## src/rtl/button_array.sv

```systemverilog
// button_array: N-channel debounced push-button conditioner on the 1 kHz tick.
// Auto-repeat in the LONG state is compiled only with BUTTON_ARRAY_REPEAT_EN.
module button_array #(
   parameter int N         = 4,
   parameter int FILTER_MS = 50,
   parameter int LONG_MS   = 1000,
   parameter int REPEAT_MS = 200
) (
   input  logic         clk_1k,
   input  logic         rst_n,
   input  logic [N-1:0] button_pin,
   output logic [N-1:0] level_n,
   output logic [N-1:0] press_pulse,
   output logic [N-1:0] release_pulse,
   output logic [N-1:0] long_pulse,
   output logic [N-1:0] repeat_pulse
);

   typedef enum logic [1:0] {IDLE, DOWN, LONG} state_t;

   localparam logic [7:0]  FILT     = 8'(FILTER_MS);
   localparam logic [15:0] LONG_END = 16'(LONG_MS - 1);
`ifdef BUTTON_ARRAY_REPEAT_EN
   localparam logic [15:0] REP_END  = 16'(REPEAT_MS - 1);
`endif

   // Filter counter saturates at FILTER_MS so a long-stable pin keeps level_n refreshed.
   function automatic logic [7:0] filt_next(input logic [7:0] f);
      return (f < FILT) ? f + 8'd1 : f;
   endfunction

   for (genvar g = 0; g < N; g++) begin : g_ch
      logic        s;
      logic        lvl;
      logic        lvl_nx;
      logic        pressed;
      logic        released;
      logic        prs;
      logic        rel;
      logic        lng;
      logic [7:0]  f;
      logic [15:0] h;
      state_t      st;

      assign lvl_nx   = (button_pin[g] == s && f == FILT) ? s : lvl;
      assign pressed  = lvl & ~lvl_nx;
      assign released = ~lvl & lvl_nx;

`ifdef BUTTON_ARRAY_REPEAT_EN
      logic rep;
`endif

      always_ff @(posedge clk_1k or negedge rst_n) begin
         if (!rst_n) begin
            s   <= 1'b1;
            f   <= '0;
            lvl <= 1'b1;
            prs <= 1'b0;
            rel <= 1'b0;
            lng <= 1'b0;
            h   <= '0;
            st  <= IDLE;
`ifdef BUTTON_ARRAY_REPEAT_EN
            rep <= 1'b0;
`endif
         end else begin
            if (button_pin[g] != s) begin
               s <= button_pin[g];
               f <= '0;
            end else begin
               f <= filt_next(f);
            end
            lvl <= lvl_nx;
            prs <= pressed;
            rel <= released;
            lng <= 1'b0;
`ifdef BUTTON_ARRAY_REPEAT_EN
            rep <= 1'b0;
`endif
            // A release in the same cycle suppresses long/repeat pulses.
            case (st)
               IDLE: begin
                  if (pressed) begin
                     st <= DOWN;
                     h  <= '0;
                  end
               end
               DOWN: begin
                  if (released) begin
                     st <= IDLE;
                  end else if (h == LONG_END) begin
                     st  <= LONG;
                     lng <= 1'b1;
                     h   <= '0;
                  end else begin
                     h <= h + 16'd1;
                  end
               end
               LONG: begin
`ifdef BUTTON_ARRAY_REPEAT_EN
                  if (released) begin
                     st <= IDLE;
                  end else if (h == REP_END) begin
                     rep <= 1'b1;
                     h   <= '0;
                  end else begin
                     h <= h + 16'd1;
                  end
`else
                  if (released) begin
                     st <= IDLE;
                  end
`endif
               end
               default: st <= IDLE;
            endcase
         end
      end

      assign level_n[g]       = lvl;
      assign press_pulse[g]   = prs;
      assign release_pulse[g] = rel;
      assign long_pulse[g]    = lng;
`ifdef BUTTON_ARRAY_REPEAT_EN
      assign repeat_pulse[g]  = rep;
`else
      assign repeat_pulse[g]  = 1'b0;
`endif
   end

endmodule

```

## config.mk

```make
export PLATFORM = sky130hd
export DESIGN_NAME = button_array
export DESIGN_NICKNAME = d
export VERILOG_FILES = /design/src/rtl/button_array.sv
export SDC_FILE = /design/constraint.sdc
export NUM_CORES = 1
export LEC_CHECK = 0
export CAP_MARGIN = 20
export CORE_ASPECT_RATIO = 1.1
export CORE_UTILIZATION = 52
export CTS_CLUSTER_SIZE = 30
export DETAILED_ROUTE_END_ITERATION = 8
export GPL_TIMING_DRIVEN = 0
export PLACE_DENSITY = 0.74
export SYNTH_ARGS = -nofsm -noshare
export SYNTH_HDL_FRONTEND = slang
export SYNTH_SLANG_ARGS = --single-unit
```

## constraint.sdc

```tcl
create_clock -name clk_1k -period 6.16 [get_ports clk_1k]
set_input_delay 1.232 -clock clk_1k [delete_from_list [all_inputs] [get_ports clk_1k]]
set_output_delay 1.232 -clock clk_1k [all_outputs]
set_load 0.01 [all_outputs]
```

* After elaboration in Yosys (flattened, before gate mapping)
Cells that the tools add are included.
** Cells by class
- Add/sub/neg operators :: 8
- Bitwise operators :: 16
- Muxes and demuxes :: 60
- Equality and inequality tests :: 40
- Reductions and logical operators :: 24
- $lt $le $gt $ge :: 4
** Operators by type and width (count)
- two-way mux 16 bit :: 12
- case mux 16 bit (2 select lines) :: 4
- adder 16 x 1 -> 16 bit (second input constant) :: 4
- equality test 16 x 10 -> 1 bit (second input constant) :: 4
- two-way mux 8 bit :: 8
- adder 8 x 1 -> 8 bit (second input constant) :: 4
- equality test 8 x 6 -> 1 bit (second input constant) :: 4
- less-than comparator 8 x 6 -> 1 bit (second input constant) :: 4
- two-way mux 2 bit :: 16
- != test 2 bit (second input constant) :: 12
- case mux 2 bit (3 select lines) :: 4
- AND reduction 3 bit :: 8
- two-way mux 1 bit :: 16
- nonzero test 2 bit :: 8
- != test 3 bit (second input constant) :: 4
- bitwise AND 1 bit :: 8
- equality test 2 x 1 -> 1 bit (second input constant) :: 4
- equality test 2 bit (second input constant) :: 4
- zero test 2 bit :: 4
- inverter 1 bit :: 8
- equality test 1 bit :: 4
- logical AND 1 bit :: 4
- != test 1 bit :: 4
** Word-level totals
- Input port bits :: 6
- Word-level logic and storage cells :: 184
- Register bits :: 124
- Output and inout port bits :: 20

* Longest topological paths before layout
Gate-level depths: netlist of the first run.
- Depth after elaboration :: 7
- Depth in mapped cells :: 8
- Depth with buffers taken out :: 7

* Worst setup path after synthesis of the first run
OpenSTA, ideal clock, no wires.
- Path type :: input to register
- Start :: input port button_pin[0]
- End :: register g_ch[0].h[10]
- Library setup time :: 121 ps
- Slack :: 3473 ps
- Path buffers :: 2
- Data required time :: 6039 ps
- Cell stages on the path :: 7
- Data arrival time :: 2566 ps
- Cell sequence :: clkbuf_1 > and3b_1 > a32oi_1 > and2_1 > clkbuf_1 > o21ai_0 > a22o_1
** On the way
- Word-level cells in the longest chain between the ends :: 7
- Elaborated cells between the ends (all ways) :: 9
- Those cells by class :: eq/ne (3); mux (1); bitwise (3); reduce/logical (2)
** RTL lines
- start: declaration :: line 11 : input logic [N-1:0] button_pin,
- equality test 1 bit (*) :: line 45 : assign lvl_nx = (button_pin[g] == s && f == FILT) ? s : lvl;
- logical AND 1 bit (*) :: line 45
- two-way mux 1 bit (*) :: line 45
- inverter 1 bit :: line 46 : assign pressed = lvl & ~lvl_nx;
- bitwise AND 1 bit :: line 46
- != test 2 bit (no source line)
- AND reduction 3 bit (no source line) (*)
- end signal: assignment :: line 96 : h <= h + 16'd1;
- end: declaration :: line 42 : logic [15:0] h;
Every way passes the cells marked *; elsewhere a longest branch is shown, timed or not.
A chain may end at the register's enable or synchronous reset.

* Worst setup path in the final report of the first run
- Start :: input port button_pin[3]
- End :: register g_ch[3].h[14]
** On the way
- Word-level cells in the longest chain between the ends :: 7
- Elaborated cells between the ends (all ways) :: 9
- Those cells by class :: eq/ne (3); mux (1); bitwise (3); reduce/logical (2)
** RTL lines (line)
- equality test 1 bit (*) :: 45
- logical AND 1 bit (*) :: 45
- two-way mux 1 bit (*) :: 45
- inverter 1 bit :: 46
- bitwise AND 1 bit :: 46
- != test 2 bit (no source line)
- AND reduction 3 bit (no source line) (*)
- end signal: assignment :: 96
- end: declaration :: 42
Marks and branches as above.

==> results of run 1 <==
[cell usage after synthesis (6+ instances only)]
| cell type | number | area share |
|---|---|---|
| nand2b_1 | 10 | 0.0095 |
| inv_1 | 32 | 0.018 |
| clkbuf_1 | 19 | 0.011 |
| nand4_1 | 22 | 0.021 |
| nand3b_1 | 6 | 0.0068 |
| nor3_1 | 32 | 0.024 |
| xnor2_1 | 8 | 0.011 |
| dfstp_2 | 8 | 0.032 |
| buf_4 | 21 | 0.024 |
| a21oi_1 | 32 | 0.024 |
| mux2i_1 | 6 | 0.0091 |
| or3_1 | 14 | 0.013 |
| nand3_1 | 30 | 0.023 |
| dfrtp_1 | 116 | 0.44 |
| and2_1 | 6 | 0.0057 |
| nor2_1 | 65 | 0.037 |
| nor4_1 | 14 | 0.013 |
| xor2_1 | 13 | 0.017 |
| o21ai_0 | 54 | 0.041 |
| a21o_1 | 7 | 0.0080 |
| a22o_1 | 17 | 0.023 |
| ha_1 | 12 | 0.023 |
| o21ai_1 | 13 | 0.0099 |
| nand2_1 | 52 | 0.030 |
| and3_1 | 13 | 0.012 |
[final cells by class]
class,instances,share of cell area
Multi-Input combinational cell,510,0.412
Timing Repair Buffer,20,0.0288
Tap cell,154,0.0254
Clock inverter,7,0.0115
Clock buffer,24,0.0647
Sequential cell,124,0.410
Inverter,32,0.0158
Buffer,42,0.0323
[per-stage QoR]
step	instance area, um^2	TNS (ns)
floorplan	6610	0
global placement	6990	-106.81
detailed placement	7020	0
CTS	7600	0
global route	7600	0
finish	7600	0
[metal layers]
layer,part of all wire,global-route usage
met4,0.019,0.0942
met1,0.45,0.282
met5,0,0
met3,0.035,0.0456
met2,0.50,0.379
[power breakdown]
group | leakage [nW] | switching, mW | internal, mW
clock | 0.286 | 0.339 | 0.632
combinational | 1.45 | 0.0787 | 0.0543
sequential | 1.61 | 0.0395 | 0.848
[worst max-delay path by stage]
stage | endpoint | slack, ns | startpoint
2_1_floorplan | g_ch[0].h[10]$_DFFE_PN0P_ | 3.47 | button_pin[0]
3_3_place_gp | g_ch[1].h[1]$_DFFE_PN0P_ | -0.93 | rst_n
3_5_place_dp | g_ch[2].h[14]$_DFFE_PN0P_ | 2.86 | button_pin[2]
4_1_cts | g_ch[2].h[8]$_DFFE_PN0P_ | 3.30 | button_pin[2]
5_1_grt | g_ch[2].h[7]$_DFFE_PN0P_ | 3.06 | button_pin[2]
6_report | g_ch[3].h[14]$_DFFE_PN0P_ | 3.28 | button_pin[3]
[worst register-to-register path, stage by stage (launching register included)]
cell     delay [ns]
dfrtp_1        0.41
inv_1          0.07
ha_1           0.13
or3b_4         0.40
or4_4          0.46
o32a_4         0.43
buf_6          0.17
o21ai_1        0.16
o21ai_1        0.09
[kinds of logic (layout without fill, tap and decap cells)]
logic type,count (synthesis),count (layout),synth area share
AND/OR/NAND/NOR,307,307,0.255
AO/OA/AOI/OAI,158,158,0.153
flip-flops,124,124,0.472
buffers and inverters,74,125,0.0554
XOR/XNOR,21,21,0.0279
adder cells (fa/ha/maj),12,12,0.0228
multiplexers,8,8,0.0125
other,1,4,0.000569
[state kept, by name, summed over array words and instances (netlist names)]
signal and flops:
g_ch.f 32, g_ch.h 64, g_ch.lng 4, g_ch.lvl 4
g_ch.prs 4, g_ch.rel 4, g_ch.s 4, g_ch.st 8
==> metrics.cfg, run 1 <==
[final_layout]
seq_area_um2 = 3110
nNetsFinal = 765
antenna_cells = 0
final_common_cell = dfrtp_1
mostFrequentLayoutCells = dfrtp_1 (116), nor2_1 (65), o21ai_0 (54)
final_core_util = 0.623
drive_gt1_frac = 0.112
area_growth_pct = 15.2
multi_input_area_um2 = 3130
final_cells = 913
fillCellCount = 1000

[timing]
fmax_mhz = 347
max-slew-margin-rel = 0.380
period_needed_ns = 2.88
max_slew.worst_pin.slew_ns = 0.922
slew_viol_final = 0
rsz0062_at_grt = no
period_share = 0.467
setup_slack_ns = 3.28
whs_ns = 0.466
hold_viol = 0
skew_ns = 0.00524
setup_viol = 0

[detailed_routing]
post_drt_via_cell_ratio = 5.91
ant_nets = 0
initialDrtViolationCount = 255
drt-pass1-iter-count = 5
wl_per_cell_um = 14.3
drc = 0
via_count = 5400
wirelength_um = 13100

[clock_tree]
post_cts_resized = 0
post_cts_buffers = 0
cts.path.max_buffers = 2
clkSinkCount = 124
cts_tree = done
cts_buffers = 17
htreeDepth = 4
cts_hold_buf = 0
clk_root_buffer_cell = clkbuf_16
clock_latency_ns = 0.42
path_clk_slew_ns = 0.05

[placement]
port_buffers = 19
gp_congestion = 0.853
hpwl_um = 8990
dp_cells = 882
place_ws_ns = 2.86

[grt]
grtUsageTotal = 0.226
grt-ovfl-total = 0
grt_max_degree = 101
grt_pass1_wl_um = 23700
grt_pass1_vias = 5289
antenna_found_initial = 0

[synth]
async_reset_ff_frac = 1.00
yosys_warnings = 0
synth_cells = 705
ys_seq_area_frac = 0.472
ys.flop_type = dfrtp_1
synth_edf_count = 0
synth.avg_cell_area_um2 = 9.35
ys_ff_latch = 124
yosysUniqueCellTypes = 70
syn_area_um2 = 6590

[outcome]
status = finished clean

[power]
power_mw = 1.99
power_density_nw_per_um2 = 262
p_leak_nw = 3.34
ir_worst_vdd_v = 0.000207

[setup_path]
worstSetupPathDepth = 6
worst-path-buf-inv = 2
timing.rr.end = g_ch[3].h[14]$_DFFE_PN0P_
critPathCaptureType = flip-flop
crit_required_ns = 6.46
ff2ff_path_depth = 8
crit_top_cell = o21ai_1
critical_path.cell_chain = clkdlybuf4s50_1 > or4_4 > o32a_4 > buf_6 > o21ai_1 > o21ai_1
critPathTopFamily = compound AO/OA/AOI/OAI gates
crit_path_max_incr_delay_ns = 0.60
path_class = input pin to flip-flop
worstSetupStartpointType = input pin
slowest_stage = or4_4
path_max_fanout = 10
reg2reg_from = g_ch[3].f[0]$_DFFE_PN0P_
reg2reg_slack_ns = 3.72
worstPathArrival_ns = 3.17

[floorplanning]
io_pins = 26
core_um2 = 12200
die_y_um = 120
die_w_um = 109
initial_core_util = 0.541
rows = 42
die_area_um2 = 13100

[hold_path]
hp-start = g_ch[2].h[15]$_DFFE_PN0P_
whs_path_depth = 1
hold_class = flip-flop to flip-flop
hold_path_end = g_ch[2].h[15]$_DFFE_PN0P_

[flow_run]
cap_violations = 0

(Power assumes the default switching activity.)
==> run 2, diff against run 1 <==
PLACE_DENSITY = 0.76   (was 0.74)
clock period = 2.4 ns   (was 6.16 ns; I/O delays follow)
==> metrics.cfg, run 2 (synthesis gave the netlist of run 1 again) <==
[final_layout]
nNetsFinal = 773
area_growth_pct = 18.1
reg_top3 = g_ch.h x64, g_ch.f x32, g_ch.st x8
drive_gt1_frac = 0.143
antenna_cells = 0
final_core_util = 0.639
mostFrequentLayoutCells = dfrtp_1 (116), nor2_1 (64), o21ai_0 (54)
largest_register_ffs = 64
final_common_cell = dfrtp_1
design_area_um2 = 7780
regMostFlops = g_ch.h
final_cells = 921

[timing]
skew_ns = 0.00652
max_slew.worst_pin.slew_ns = 1.01
whs_ns = -0.0118
setup_viol = 0
hold_viol = 7
slew_viol_final = 0
max-slew-margin-rel = 0.323
period_share = 0.987
fmax_mhz = 422
setup_tns_ns = 0
rsz0062_at_grt = yes
period_needed_ns = 2.37

[clock_tree]
clock_latency_ns = 0.42
clkSinkCount = 124
cts_buffers = 17
clk_root_buffer_cell = clkbuf_16
cts_hold_buf = 0
cts_tree = done
htreeDepth = 4
cts.path.max_buffers = 2
path_clk_slew_ns = 0.06

[placement]
dp_cells = 882
placed_cell_area_um2 = 7020
hpwl_um = 8920
gp_congestion = 0.848
port_buffers = 19

[setup_path]
crit_path_max_incr_delay_ns = 0.44
reg2reg_from = g_ch[3].f[0]$_DFFE_PN0P_
crit_path_start = g_ch[3].f[0]$_DFFE_PN0P_
worstPathArrival_ns = 2.66
critical_path.cell_chain = inv_1 > ha_2 > or3b_4 > or4_4 > o32a_4 > clkbuf_16 > a21oi_2 > mux2i_1
critPathCaptureType = flip-flop
critPathTopFamily = simple AND/OR/NAND/NOR gates
slowest_stage = or4_4
path_class = flip-flop to flip-flop
worstSetupStartpointType = flip-flop
worst-path-buf-inv = 2
path_max_fanout = 6
crit_required_ns = 2.70

[detailed_routing]
initialDrtViolationCount = 376
wl_met3_um = 592
drt-pass1-iter-count = 6
wirelength_met1_um = 5780
wl_per_cell_um = 14.9
wirelength_um = 13700
route.top_layer_used = met4
via_count = 5521
drc = 0
wl_met2_um = 7000
post_drt_via_cell_ratio = 5.99
ant_nets = 0

[floorplanning]
die_area_um2 = 13100
io_pins = 26
die_y_um = 120
core_um2 = 12200
rows = 42
die_w_um = 109
initial_core_util = 0.541

[outcome]
status = finished with violations
failed_checks = hold timing

[grt]
antenna_found_initial = 0
grt-ovfl-total = 0
grt_pass1_wl_um = 23800
grt_max_degree = 79
grt_pass1_vias = 5406
grtUsageTotal = 0.229

[power]
power_density_nw_per_um2 = 669
p_leak_nw = 3.44
ir_worst_vdd_v = 0.000444

[flow_run]
cap_violations = 0

[hold_path]
hold_class = input pin to async pin

## run 2: worst paths after layout
path	end	slack, ns	cells after the start
max	g_ch[3].h[10]$_DFFE_PN0P_	0.03	8
min	g_ch[2].st[1]$_DFFE_PN0P_	-0.01	1
max reg2reg	g_ch[3].h[10]$_DFFE_PN0P_	0.03	8
min reg2reg	g_ch[3].f[7]$_DFFE_PN0P_	0.49	2
max in group asynchronous	g_ch[1].lvl$_DFF_PN1_	1.63	2
min in group clk_1k	g_ch[0].s$_DFFE_PN1N_	0.38	2
## run 2: per-layer routing
| layer | up-vias | track usage |
|---|---|---|
| li1 | 2631 | - |
| met1 | 2700 | 0.275 |
| met2 | 154 | 0.381 |
| met3 | 36 | 0.0532 |
| met4 | 0 | 0.112 |
| met5 | - | 0 |
## run 2: worst reg2reg max path, delay by kind of cell, from the launching register on
kind                       cells  cell delay (ns)
AOI/OAI and AO/OA              2             0.54
muxes                          1             0.09
adders and majority gates      1             0.16
and+or+nand+nor                2             0.82
DFF                            1             0.39
buffers and inverters          2             0.24
## run 2: layout make-up
class / instances / area [um^2]
inverters: 32 / 120
repair buffers: 30 / 315
multi-input cells: 510 / 3210
plain buffers: 40 / 246
fillers: 985 / 4410
well taps: 154 / 193
clock inverters: 9 / 120
flip-flops and latches: 124 / 3110
clock buffers: 22 / 464
## run 2: power breakdown
group	total [mW]	internal, mW	switching, mW
combinational	0.362	0.148	0.213
clock	2.56	1.67	0.895
sequential	2.28	2.18	0.107
total	5.21	3.99	1.22
## run 2: repair_timing
action	in CTS	in global routing
setup buffers	1	8
cloned	0	1
endpoints found under the setup margin	14	38
pin swaps	2	6
resized for setup	1	24
## run 2: metrics by stage
stage | hold WS, ns | total power, mW | setup slack [ns]
6_report | -0.0118 | 5.21 | 0.0321
5_1_grt | 0.0197 | 5.41 | -0.0355
4_1_cts | 0.000973 | 5.23 | 0.00252
3_5_place_dp | 0.449 | 2.66 | -0.118
3_3_place_gp | 0.459 | 2.63 | -3.91
2_1_floorplan | 0.184 | 2.53 | 0.153
